$ cat config.mk
export PLATFORM = sky130hd
export DESIGN_NAME = pixel_array_controller_flat
export DESIGN_NICKNAME = d
export VERILOG_FILES = /design/src/rtl/pixel_array_controller_pkg.sv /design/src/rtl/pixel_array_controller_if.sv /design/src/rtl/pixel_array_controller_phase_timer.sv /design/src/rtl/pixel_array_controller.sv /design/src/flat_wrapper.sv
export SDC_FILE = /design/constraint.sdc
export NUM_CORES = 1
export LEC_CHECK = 0
export CORE_ASPECT_RATIO = 1.25
export CORE_MARGIN = 2
export CORE_UTILIZATION = 30
export DETAILED_ROUTE_END_ITERATION = 10
export PLACE_DENSITY = 0.52
export SKIP_CTS_REPAIR_TIMING = 1
export SLEW_MARGIN = 30
export SYNTH_ARGS = -nofsm -noshare
export SYNTH_HDL_FRONTEND = slang
export SYNTH_SLANG_ARGS = --single-unit
$ cat constraint.sdc
create_clock -name CLK -period 2 [get_ports CLK]
set_input_delay 0.6 -clock CLK [delete_from_list [all_inputs] [get_ports CLK]]
set_output_delay 0.6 -clock CLK [all_outputs]
set_load 0.02 [all_outputs]
$ cat src/rtl/pixel_array_controller_pkg.sv
// Shared configuration for the pixel sensor array: sizes, phase-length defaults
// and the controller state encoding.
package pixel_array_controller_pkg;

  localparam int unsigned DEFAULT_PIXEL_BITS         = 8;
  localparam int unsigned DEFAULT_PIXEL_ARRAY_HEIGHT = 2;
  localparam int unsigned DEFAULT_ERASE_CYCLES       = 5;
  localparam int unsigned DEFAULT_EXPOSE_CYCLES      = 255;

  typedef enum logic [2:0] {
    ST_IDLE    = 3'd0,
    ST_ERASE   = 3'd1,
    ST_EXPOSE  = 3'd2,
    ST_CONVERT = 3'd3,
    ST_READ    = 3'd4
  } controller_state_t;

  // Phase counter width: large enough for the longest phase, so no wrap inside a phase.
  function automatic int unsigned phase_cnt_width(input int unsigned erase_cycles,
                                                  input int unsigned expose_cycles,
                                                  input int unsigned pixel_bits);
    int unsigned w;
    w = $clog2(erase_cycles + 1);
    if ($clog2(expose_cycles + 1) > w) w = $clog2(expose_cycles + 1);
    if (pixel_bits + 1 > w) w = pixel_bits + 1;
    return w;
  endfunction

endpackage

$ cat src/rtl/pixel_array_controller_if.sv
// Control and readout handshake bundle between the frame sequencer and the array/sink.
interface pixel_array_controller_if #(
  parameter int unsigned PIXEL_BITS         = 8,
  parameter int unsigned PIXEL_ARRAY_HEIGHT = 2
);
  localparam int unsigned ROW_W = (PIXEL_ARRAY_HEIGHT > 1) ? $clog2(PIXEL_ARRAY_HEIGHT) : 1;

  logic                          start;
  logic                          out_ready;
  logic                          erase;
  logic                          expose;
  logic                          analog_ramp;
  logic [PIXEL_BITS-1:0]         digital_ramp;
  logic [PIXEL_ARRAY_HEIGHT-1:0] read_row;
  logic                          data_valid;
  logic [ROW_W-1:0]              row_index;
  logic                          busy;
  logic                          frame_done;

  modport master (
    input  start, out_ready,
    output erase, expose, analog_ramp, digital_ramp, read_row,
           data_valid, row_index, busy, frame_done
  );

  modport slave (
    output start, out_ready,
    input  erase, expose, analog_ramp, digital_ramp, read_row,
           data_valid, row_index, busy, frame_done
  );

endinterface

$ cat src/rtl/pixel_array_controller_phase_timer.sv
// Loadable down-counter shared by the ERASE, EXPOSE and CONVERT phases.
module pixel_array_controller_phase_timer #(
  parameter int unsigned CNT_W = 9
) (
  input  logic             clk,
  input  logic             rst_n,
  input  logic             load,
  input  logic [CNT_W-1:0] load_value,
  input  logic             en,
  output logic             tc_c
);

  logic [CNT_W-1:0] count_q;

  // Reload on phase entry, otherwise count down to zero and stop there.
  always_ff @(posedge clk or negedge rst_n) begin
    if (!rst_n) begin
      count_q <= '0;
    end else if (load) begin
      count_q <= load_value;
    end else if (en && (count_q != '0)) begin
      count_q <= count_q - CNT_W'(1);
    end
  end

  assign tc_c = (count_q == '0);

endmodule

$ cat src/rtl/pixel_array_controller.sv
// Frame sequencer: erase, expose, ramp conversion, then row-by-row readout
// under a valid/ready handshake.
module pixel_array_controller
  import pixel_array_controller_pkg::*;
#(
  parameter int unsigned PIXEL_BITS         = DEFAULT_PIXEL_BITS,
  parameter int unsigned PIXEL_ARRAY_HEIGHT = DEFAULT_PIXEL_ARRAY_HEIGHT,
  parameter int unsigned ERASE_CYCLES       = DEFAULT_ERASE_CYCLES,
  parameter int unsigned EXPOSE_CYCLES      = DEFAULT_EXPOSE_CYCLES
) (
  input logic                      CLK,
  input logic                      RESET_N,
  pixel_array_controller_if.master bus
);

  localparam int unsigned ROW_W = (PIXEL_ARRAY_HEIGHT > 1) ? $clog2(PIXEL_ARRAY_HEIGHT) : 1;
  localparam int unsigned CNT_W = phase_cnt_width(ERASE_CYCLES, EXPOSE_CYCLES, PIXEL_BITS);

  // Timer load values: a phase of N cycles counts N-1 down to 0.
  localparam logic [CNT_W-1:0] ERASE_LOAD   = CNT_W'(ERASE_CYCLES - 1);
  localparam logic [CNT_W-1:0] EXPOSE_LOAD  = CNT_W'(EXPOSE_CYCLES - 1);
  localparam logic [CNT_W-1:0] CONVERT_LOAD = CNT_W'((2 ** PIXEL_BITS) - 1);

  localparam logic [ROW_W-1:0]              LAST_ROW = ROW_W'(PIXEL_ARRAY_HEIGHT - 1);
  localparam logic [PIXEL_ARRAY_HEIGHT-1:0] ROW_ONE  = PIXEL_ARRAY_HEIGHT'(1);

  controller_state_t state_q, state_d;
  logic [ROW_W-1:0]  row_q, row_d;

  logic                          erase_q, erase_d;
  logic                          expose_q, expose_d;
  logic                          analog_ramp_q, analog_ramp_d;
  logic [PIXEL_BITS-1:0]         digital_ramp_q, digital_ramp_d;
  logic [PIXEL_ARRAY_HEIGHT-1:0] read_row_q, read_row_d;
  logic                          data_valid_q, data_valid_d;
  logic [ROW_W-1:0]              row_index_q, row_index_d;
  logic                          busy_q, busy_d;
  logic                          frame_done_q, frame_done_d;

  logic             timer_load;
  logic [CNT_W-1:0] timer_load_value;
  logic             timer_en;
  logic             phase_done_c;
  logic             handshake_c;

  assign handshake_c = data_valid_q && bus.out_ready;
  assign timer_en    = (state_q == ST_ERASE) || (state_q == ST_EXPOSE) || (state_q == ST_CONVERT);

  pixel_array_controller_phase_timer #(
    .CNT_W (CNT_W)
  ) u_phase_timer (
    .clk        (CLK),
    .rst_n      (RESET_N),
    .load       (timer_load),
    .load_value (timer_load_value),
    .en         (timer_en),
    .tc_c       (phase_done_c)
  );

  // State, row pointer and registered outputs.
  always_ff @(posedge CLK or negedge RESET_N) begin
    if (!RESET_N) begin
      state_q        <= ST_IDLE;
      row_q          <= '0;
      erase_q        <= 1'b0;
      expose_q       <= 1'b0;
      analog_ramp_q  <= 1'b0;
      digital_ramp_q <= '0;
      read_row_q     <= '0;
      data_valid_q   <= 1'b0;
      row_index_q    <= '0;
      busy_q         <= 1'b0;
      frame_done_q   <= 1'b0;
    end else begin
      state_q        <= state_d;
      row_q          <= row_d;
      erase_q        <= erase_d;
      expose_q       <= expose_d;
      analog_ramp_q  <= analog_ramp_d;
      digital_ramp_q <= digital_ramp_d;
      read_row_q     <= read_row_d;
      data_valid_q   <= data_valid_d;
      row_index_q    <= row_index_d;
      busy_q         <= busy_d;
      frame_done_q   <= frame_done_d;
    end
  end

  // Next state and next output values; outputs reflect the state being entered.
  always_comb begin
    state_d        = state_q;
    row_d          = row_q;
    erase_d        = 1'b0;
    expose_d       = 1'b0;
    analog_ramp_d  = 1'b0;
    digital_ramp_d = digital_ramp_q;
    read_row_d     = '0;
    data_valid_d   = 1'b0;
    row_index_d    = '0;
    busy_d         = 1'b1;
    frame_done_d   = 1'b0;

    case (state_q)
      ST_IDLE: begin
        busy_d         = 1'b0;
        digital_ramp_d = '0;
        if (bus.start) begin
          state_d = ST_ERASE;
          erase_d = 1'b1;
          busy_d  = 1'b1;
        end
      end

      ST_ERASE: begin
        if (phase_done_c) begin
          state_d  = ST_EXPOSE;
          expose_d = 1'b1;
        end else begin
          erase_d = 1'b1;
        end
      end

      ST_EXPOSE: begin
        if (phase_done_c) begin
          state_d        = ST_CONVERT;
          analog_ramp_d  = 1'b1;
          digital_ramp_d = '0;
        end else begin
          expose_d = 1'b1;
        end
      end

      // Ramp holds its final code through READ so pixel words stay stable.
      ST_CONVERT: begin
        if (phase_done_c) begin
          state_d      = ST_READ;
          row_d        = '0;
          read_row_d   = ROW_ONE;
          data_valid_d = 1'b1;
        end else begin
          analog_ramp_d  = 1'b1;
          digital_ramp_d = digital_ramp_q + PIXEL_BITS'(1);
        end
      end

      ST_READ: begin
        data_valid_d = 1'b1;
        if (handshake_c) begin
          if (row_q == LAST_ROW) begin
            state_d        = ST_IDLE;
            row_d          = '0;
            data_valid_d   = 1'b0;
            busy_d         = 1'b0;
            digital_ramp_d = '0;
            frame_done_d   = 1'b1;
          end else begin
            row_d = row_q + ROW_W'(1);
          end
        end
        if (data_valid_d) begin
          read_row_d  = ROW_ONE << row_d;
          row_index_d = row_d;
        end
      end

      default: begin
        state_d = ST_IDLE;
        busy_d  = 1'b0;
      end
    endcase

    // Phase counter is reloaded on every state entry.
    timer_load = (state_d != state_q);
    case (state_d)
      ST_ERASE:   timer_load_value = ERASE_LOAD;
      ST_EXPOSE:  timer_load_value = EXPOSE_LOAD;
      ST_CONVERT: timer_load_value = CONVERT_LOAD;
      default:    timer_load_value = '0;
    endcase
  end

  assign bus.erase        = erase_q;
  assign bus.expose       = expose_q;
  assign bus.analog_ramp  = analog_ramp_q;
  assign bus.digital_ramp = digital_ramp_q;
  assign bus.read_row     = read_row_q;
  assign bus.data_valid   = data_valid_q;
  assign bus.row_index    = row_index_q;
  assign bus.busy         = busy_q;
  assign bus.frame_done   = frame_done_q;

endmodule

$ cat src/flat_wrapper.sv
// flat-port wrapper written by rule: the top's interface ports become plain ports
module pixel_array_controller_flat import pixel_array_controller_pkg::*;
#(
  parameter int unsigned PIXEL_BITS         = DEFAULT_PIXEL_BITS,
  parameter int unsigned PIXEL_ARRAY_HEIGHT = DEFAULT_PIXEL_ARRAY_HEIGHT,
  parameter int unsigned ERASE_CYCLES       = DEFAULT_ERASE_CYCLES,
  parameter int unsigned EXPOSE_CYCLES      = DEFAULT_EXPOSE_CYCLES
)
  (CLK, RESET_N, bus_start, bus_out_ready, bus_erase, bus_expose, bus_analog_ramp, bus_digital_ramp, bus_read_row, bus_data_valid, bus_row_index, bus_busy, bus_frame_done);
  pixel_array_controller_if #(.PIXEL_BITS(PIXEL_BITS), .PIXEL_ARRAY_HEIGHT(PIXEL_ARRAY_HEIGHT)) bus_i ();
  input logic CLK;
  input logic RESET_N;
  input wire logic [$bits(bus_i.start)-1:0] bus_start;
  input wire logic [$bits(bus_i.out_ready)-1:0] bus_out_ready;
  output wire logic [$bits(bus_i.erase)-1:0] bus_erase;
  output wire logic [$bits(bus_i.expose)-1:0] bus_expose;
  output wire logic [$bits(bus_i.analog_ramp)-1:0] bus_analog_ramp;
  output wire logic [$bits(bus_i.digital_ramp)-1:0] bus_digital_ramp;
  output wire logic [$bits(bus_i.read_row)-1:0] bus_read_row;
  output wire logic [$bits(bus_i.data_valid)-1:0] bus_data_valid;
  output wire logic [$bits(bus_i.row_index)-1:0] bus_row_index;
  output wire logic [$bits(bus_i.busy)-1:0] bus_busy;
  output wire logic [$bits(bus_i.frame_done)-1:0] bus_frame_done;
  assign bus_i.start = bus_start;
  assign bus_i.out_ready = bus_out_ready;
  assign bus_erase = bus_i.erase;
  assign bus_expose = bus_i.expose;
  assign bus_analog_ramp = bus_i.analog_ramp;
  assign bus_digital_ramp = bus_i.digital_ramp;
  assign bus_read_row = bus_i.read_row;
  assign bus_data_valid = bus_i.data_valid;
  assign bus_row_index = bus_i.row_index;
  assign bus_busy = bus_i.busy;
  assign bus_frame_done = bus_i.frame_done;
  pixel_array_controller #(.PIXEL_BITS(PIXEL_BITS), .PIXEL_ARRAY_HEIGHT(PIXEL_ARRAY_HEIGHT), .ERASE_CYCLES(ERASE_CYCLES), .EXPOSE_CYCLES(EXPOSE_CYCLES)) u_core (.CLK(CLK), .RESET_N(RESET_N), .bus(bus_i));
endmodule
==> results.md <==
* Status: finished, violations left
* Failing checks: setup timing
* DRC violations left at 0
* Clock share of power at 0.197
* Placed insts at 280
* CTS Sinks at 30
* Slew headroom at 0.617
* Cell Area, Synth at 0.00170 sq mm
* Worst-Margin Slew at 574 ps
* WP data required at 2160 ps
* Fin crit share at 1.00
* Seq pwr share at 0.309
* Seq/Total Area, Yosys at 0.442
* Initial antenna violation count at 0
* WHS at 504 ps
* GRT Util Overall at 0.143
* H-tree levels at 2
* Gate power share at 0.494
* Drt wl/cell at 14.3 um
* Final wirelength at 4160 um
* Hold WC Path Type: flop to flop
* Layout Cells excl Fill at 291
* Site Rows at 30
* First-pass GRT wire length at 7050 um
* Vias in the first global route at 1465
* Int Power at 1.89 mW
* Synth-to-layout area growth at 37.2%
* RSZ-0062 raised after global routing: yes
* Number of buffers added on ports at 20
* Worst-path maximum fanout at 6
* Fmax at 500 MHz
* Die area at 0.00628 sq mm
* Layout cells sized above 1 at 0.238
* Post-route cell area at 0.00233 sq mm
* Chip Height at 88.1 um
* GP Congestion at 0.764
* Layout Skew at 9.89 ps
* Fin nets at 236
* Initial Util at 0.312
* Root Buffer: clkbuf_8
* Vias per Instance at 5.17
* Post-route ant nets at 0
* Slew Limit Fails at 0
* Placed Area at 0.00214 sq mm
* Total of max-cap violations at 0
* Final Setup Violations at 1
* Clk Latency, worst-skew pair at 290 ps
* Switch share at 0.387
* DP HPWL at 3000 um
* Via count at 1505
* CP Class: flop to flop
* Clock buffer count from CTS at 5
* Core area at 0.00544 sq mm
* Worst Path Arrival at 2160 ps
* CTS Buffer Depth at 2
* Hold depth at 1
* Post-synth top flop: dfrtp_1
* DRT iter0 DRCs at 96
* R2R depth at 6
* Post-synth EDFFs at 0
* Final WS setup at -1.80 ps
* Number of synthesized register bits at 30
* Largest net degree at the start of global routing at 31
* Async SR Flop Fraction at 1.00
* Ys Warns at 0
* Period minus WS final at 2000 ps
* Die X at 71.3 um
* CP Launch Type: flop
* Mapped Cells at 177
* Setup TNS at -1.80 ps
* Final Hold Vio Count at 0
* Cell variety after synth at 53
* Total gr overflow at 0
* Leakage at 1.06 nW
* Reg clk slew, reported paths at 70 ps
* Worst vdd ir at 0.446 mV
* ANT cells at 0
* Crit. End Element: flop
* Synthesized Nets at 187
* DR pass1 iterations at 4
* I/O pin total at 21
* Most frequent cells in the layout: buf_4 (30), dfrtp_1 (30), clkdlybuf4s50_1 (17), nand2_1 (13), a21oi_1 (12)
* PD cells at 1330 mW/mm^2
* NetSw at 1.20 mW
* Syn avg cell area at 9.59 sq um
* CTS tree: yes
per-layer routing:
layer / share of wire / wire, um / global-route usage
met1: 0.46 / 1920 / 0.180
met2: 0.50 / 2080 / 0.243
met3: 0.027 / 113 / 0.0311
met4: 0.012 / 49 / 0.0463
met5: 0 / 0 / 0
state kept, by name, summed over array words and instances, names as in the netlist:
signal,cells
u_core.u_phase_timer.count_q,9
u_core.bus.digital_ramp,8
u_core.state_q,3
u_core.bus.read_row,2
u_core.bus.analog_ramp,1
u_core.bus.busy,1
u_core.bus.data_valid,1
u_core.bus.erase,1
u_core.bus.expose,1
u_core.bus.frame_done,1
u_core.bus.row_index,1
u_core.row_q,1
area by class of cell:
type | count | area [sq um]
multi-input combinational | 131 | 918
tap | 64 | 80.1
timing repair buffer | 51 | 444
clock inverter | 3 | 40.0
sequential | 30 | 751
clock buffer | 5 | 68.8
fill | 535 | 3110
inverter | 7 | 26.3
metrics by stage:
step | power, mW | worst slack, ps | util
floorplan | 1.77 | 85.1 | -
global placement | 2.37 | -88.7 | 0.394
detailed placement | 2.38 | -91.2 | 0.394
CTS | 3.00 | -56.3 | 0.414
global route | 3.33 | -68.1 | 0.428
finish | 3.09 | -1.80 | 0.428
worst max-delay path: stages (launching register included):
cell	delay, ps
dfrtp_1	400
inv_2	80
ha_4	130
or4b_4	470
or4_4	530
nand3_4	140
o221ai_2	110
power groups by stage:
stage	clock, mW	combinational [mW]	sequential, mW
after global placement	0	1.40	0.962
after global routing	0.662	1.68	0.985
after floorplan	0	0.771	0.998
after CTS	0.629	1.42	0.951
final	0.610	1.53	0.955
after detailed placement	0	1.41	0.961
logic make-up after synthesis:
logic type               share of synthesized area
buffers and inverters                       0.0406
adder cells (fa/ha/maj)                     0.0442
AND/OR/NAND/NOR                              0.235
multiplexers                                0.0177
flip-flops                                   0.442
XOR/XNOR                                   0.00516
AO/OA/AOI/OAI                                0.215
synthesized netlist by cell type (all sizes together), types with 4 or more instances:
cell type	number	area, sq um
inv	7	26.3
o21ai	15	78.8
nand3	9	50.1
or3	4	25.0
and2	5	31.3
a21oi	12	60.1
nand2	13	48.8
nor4	4	25.0
nor2	6	22.5
nand4	5	31.3
dfrtp	30	751
ha	6	75.1
clkbuf	6	22.5
final timing paths:
check,slack (ps),to,from
max in group asynchronous,990,u_core.bus.digital_ramp[6]$_DFFE_PN0P_,RESET_N
min,500,u_core.bus.digital_ramp[7]$_DFFE_PN0P_,u_core.bus.digital_ramp[7]$_DFFE_PN0P_
max reg2reg,-2,u_core.bus.digital_ramp[5]$_DFFE_PN0P_,u_core.u_phase_timer.count_q[1]$_DFFE_PN0P_
min reg2reg,500,u_core.bus.digital_ramp[7]$_DFFE_PN0P_,u_core.bus.digital_ramp[7]$_DFFE_PN0P_
max,-2,u_core.bus.digital_ramp[5]$_DFFE_PN0P_,u_core.u_phase_timer.count_q[1]$_DFFE_PN0P_
min in group asynchronous,690,u_core.u_phase_timer.count_q[1]$_DFFE_PN0P_,RESET_N
Note: power is estimated with default switching activity, not from simulation.
